File: src/rtl/lfsr_sat_counter.sv
// lfsr_sat_counter: up-counter that sticks at all-ones.
//   CLK    clock
//   RST    synchronous reset, active-high
//   inc    count up by one this cycle (ignored once saturated)
//   clr    synchronous clear, wins over inc
//   count  current value
module lfsr_sat_counter #(
  parameter int unsigned WIDTH = 16
) (
  input  logic             CLK,
  input  logic             RST,
  input  logic             inc,
  input  logic             clr,
  output logic [WIDTH-1:0] count
);

  always_ff @(posedge CLK) begin
    if (RST || clr) begin
      count <= '0;
    end else if (inc && (count != {WIDTH{1'b1}})) begin
      count <= count + WIDTH'(1);
    end
  end

endmodule

File: config.mk
export PLATFORM = sky130hd
export DESIGN_NAME = lfsr_sat_counter
export DESIGN_NICKNAME = d
export VERILOG_FILES = /design/src/rtl/lfsr_sat_counter.sv
export SDC_FILE = /design/constraint.sdc
export NUM_CORES = 1
export LEC_CHECK = 0
export CAP_MARGIN = 5
export CORE_MARGIN = 2
export CORE_UTILIZATION = 51
export DETAILED_ROUTE_END_ITERATION = 6
export MAX_ROUTING_LAYER = met4
export PLACE_DENSITY = 0.8
export REMOVE_ABC_BUFFERS = 1
export SLEW_MARGIN = 25
export SYNTH_ARGS = -nofsm -noshare
export SYNTH_HDL_FRONTEND = slang
export SYNTH_SLANG_ARGS = --single-unit
File: constraint.sdc
create_clock -name CLK -period 3.2 [get_ports CLK]
set_input_delay 0.64 -clock CLK [delete_from_list [all_inputs] [get_ports CLK]]
set_output_delay 0.64 -clock CLK [all_outputs]
set_load 0.005 [all_outputs]
==> impl_metrics.env <==
export IMPL_via_per_inst=6.23
export IMPL_critPathMaxFanout=5
export IMPL_p_per_area_nw_per_um2=322
export IMPL_ys_types=30
export IMPL_synth_edff_count=0
export IMPL_crit_type="in -> reg"
export IMPL_status="finished clean"
export IMPL_portBuffers=19
export IMPL_fin_worst_skew_ps=1.38
export IMPL_rsz0062_at_grt="no"
export IMPL_drc=0
export IMPL_largest_reg_flops=16
export IMPL_slew_violations=0
export IMPL_ir_drop_mv=0.240
export IMPL_start_util=0.556
export IMPL_area_delta_synth_final_pct=27.6
export IMPL_layout_common_cells="clkdlybuf4s50_1, dfxtp_1, a21oi_1"
export IMPL_instances_no_fill=131
export IMPL_setup_viol=0
export IMPL_clk_latency_ps=280
export IMPL_synth_main_ff_cell="dfxtp_1"
export IMPL_crit_reg2reg_launch="count[0]"
export IMPL_fin_tns_setup_ps=0
export IMPL_max_slew_margin_rel=0.619
export IMPL_cpPeakStageDelay_ps=590
export IMPL_regMostFlops="count"
export IMPL_cts_sinks=16
export IMPL_routedWlPerCell_um=13.7
export IMPL_grt_pass1_vias=713
export IMPL_ctsRootBufferMaster="clkbuf_4"
export IMPL_gp_congestion=0.800
export IMPL_grt_max_degree=16
export IMPL_holdBufCountCts=0
export IMPL_htree_levels=1
export IMPL_post_cts_buffers=0
export IMPL_chipWidth_um=44.8
export IMPL_ant_nets=0
export IMPL_cp_startpoint="inc"
export IMPL_antennaDiodeCount=0
export IMPL_num_io_pins=20
export IMPL_top_regs="count x16"
export IMPL_cp_start_kind="input pin"
export IMPL_finalCritPeriodShare=0.627
export IMPL_fin_ws_ps=1190
export IMPL_p_leak_nw=0.381
export IMPL_coreArea_um2=1520
export IMPL_grt_use_total=0.219
export IMPL_hold_viol_final=0
export IMPL_path_clk_slew_ps=90
export IMPL_die_area_um2=2000
export IMPL_avgSynthCellArea_um2=8.92
export IMPL_placementRows=14
export IMPL_hpwl_mm=1.30
export IMPL_ys_warn_count=0
export IMPL_tightestPinTransition_ps=567
export IMPL_cts_tree="yes"
export IMPL_cts_buffers=3
export IMPL_fin_nets=121
export IMPL_die_h_um=44.8
export IMPL_ys_ff_latch=16
export IMPL_syn_area_um2=847
export IMPL_cap_violations=0
export IMPL_end_kind="register"
export IMPL_fillers=135
export IMPL_drt_iter0_markers=20
export IMPL_dp_slack_ps=895
export IMPL_cp_cell_sequence="clkdlybuf4s50_1, nand4_1, a41o_1, or3_1, a21oi_1"
export IMPL_antenna_found_initial=0
export IMPL_place_inst=127
export IMPL_vias=816
export IMPL_drt_first_pass_iters=4
export IMPL_final_common_cell="clkdlybuf4s50_1"
export IMPL_cts_resized=0
export IMPL_grt_pass1_wl_mm=3.12
export IMPL_drive_above_1_share=0.0957
export IMPL_synth_seq_area_share=0.378
export IMPL_async_reset_ff_frac=0
export IMPL_drt_total_wl_mm=1.79
export IMPL_fmax_mhz=498
export IMPL_post_route_min_period_ps=2010
export IMPL_min_path_type="reg -> reg"
export IMPL_critical_path_arrival_ps=2230
export IMPL_slowest_stage="clkdlybuf4s50_1"
export IMPL_hp_start="count[15]"
export IMPL_required_ps=3420
export IMPL_postSynthCellCount=95
export IMPL_grt_overflow=0
export IMPL_clock_path_buffers=2
-- report_power, final --
part           leakage, nW  total [W]  switching, W  internal, W
Combinational        0.231  0.0000158    0.00000844   0.00000738
Sequential           0.129   0.000201    0.00000108     0.000200
Clock               0.0210   0.000131     0.0000620    0.0000693
Total                0.381   0.000348     0.0000715     0.000276
-- synth_stat cells, types with 2 or more instances --
library cell,number,share of area
dfxtp_1,16,0.38
a21oi_1,9,0.053
nor2_1,7,0.031
nand2_1,6,0.027
nand3_1,5,0.030
nand4_1,5,0.037
o21ai_0,5,0.030
or3_1,5,0.037
a41o_1,4,0.047
and4_1,4,0.041
a31oi_1,3,0.022
o31ai_1,3,0.027
or4_1,3,0.027
and2_1,2,0.015
clkbuf_1,2,0.0089
xor2_1,2,0.021
-- cell families after synthesis --
kind of cell	after synthesis	share of synthesized area
flops	16	0.378
simple gates	44	0.338
xor+xnor	3	0.0310
compound gates	27	0.219
buf+inv	4	0.0192
fa+ha+maj	1	0.0148
-- final timing paths --
path / endpoint / slack [ps] / depth (start not counted)
max: count[6] / 1190 / 5
min: count[15] / 510 / 2
max reg2reg: count[3] / 1440 / 5
min reg2reg: count[15] / 510 / 2
-- metal layers --
| metal | vias to the layer above | wire, um | track usage |
|---|---|---|---|
| met5 | - | 0 | - |
| met4 | 0 | 13 | 0.0545 |
| met3 | 2 | 91 | 0.0720 |
| met2 | 21 | 800 | 0.322 |
| met1 | 373 | 885 | 0.290 |
| li1 | 420 | - | - |
-- final cells by class --
type	instances	area, um2	area share
clock buffers	4	36.3	0.0336
inverters	1	3.75	0.00347
multi-input cells	75	510	0.472
flip-flops and latches	16	320	0.296
well taps	16	20.0	0.0185
repair buffers	19	190	0.176
-- worst max-delay path, delay by kind of cell --
family	cells	cell delay, ps
buffers and inverters	1	590
AO/OA/AOI/OAI	2	440
AND/OR/NAND/NOR	2	550
-- stage by stage --
| step | hold WS, ps | utilization | area [um2] | power (W) |
|---|---|---|---|---|
| after floorplan | 489 | - | 835 | 0.000212 |
| after global routing | 563 | 0.709 | 1080 | 0.000362 |
| after global placement | 495 | 0.686 | 1040 | 0.000221 |
| after detailed placement | 502 | 0.686 | 1040 | 0.000221 |
| final | 512 | 0.709 | 1080 | 0.000348 |
| after CTS | 516 | 0.709 | 1080 | 0.000352 |
Note: power is estimated with default switching activity, not from simulation.
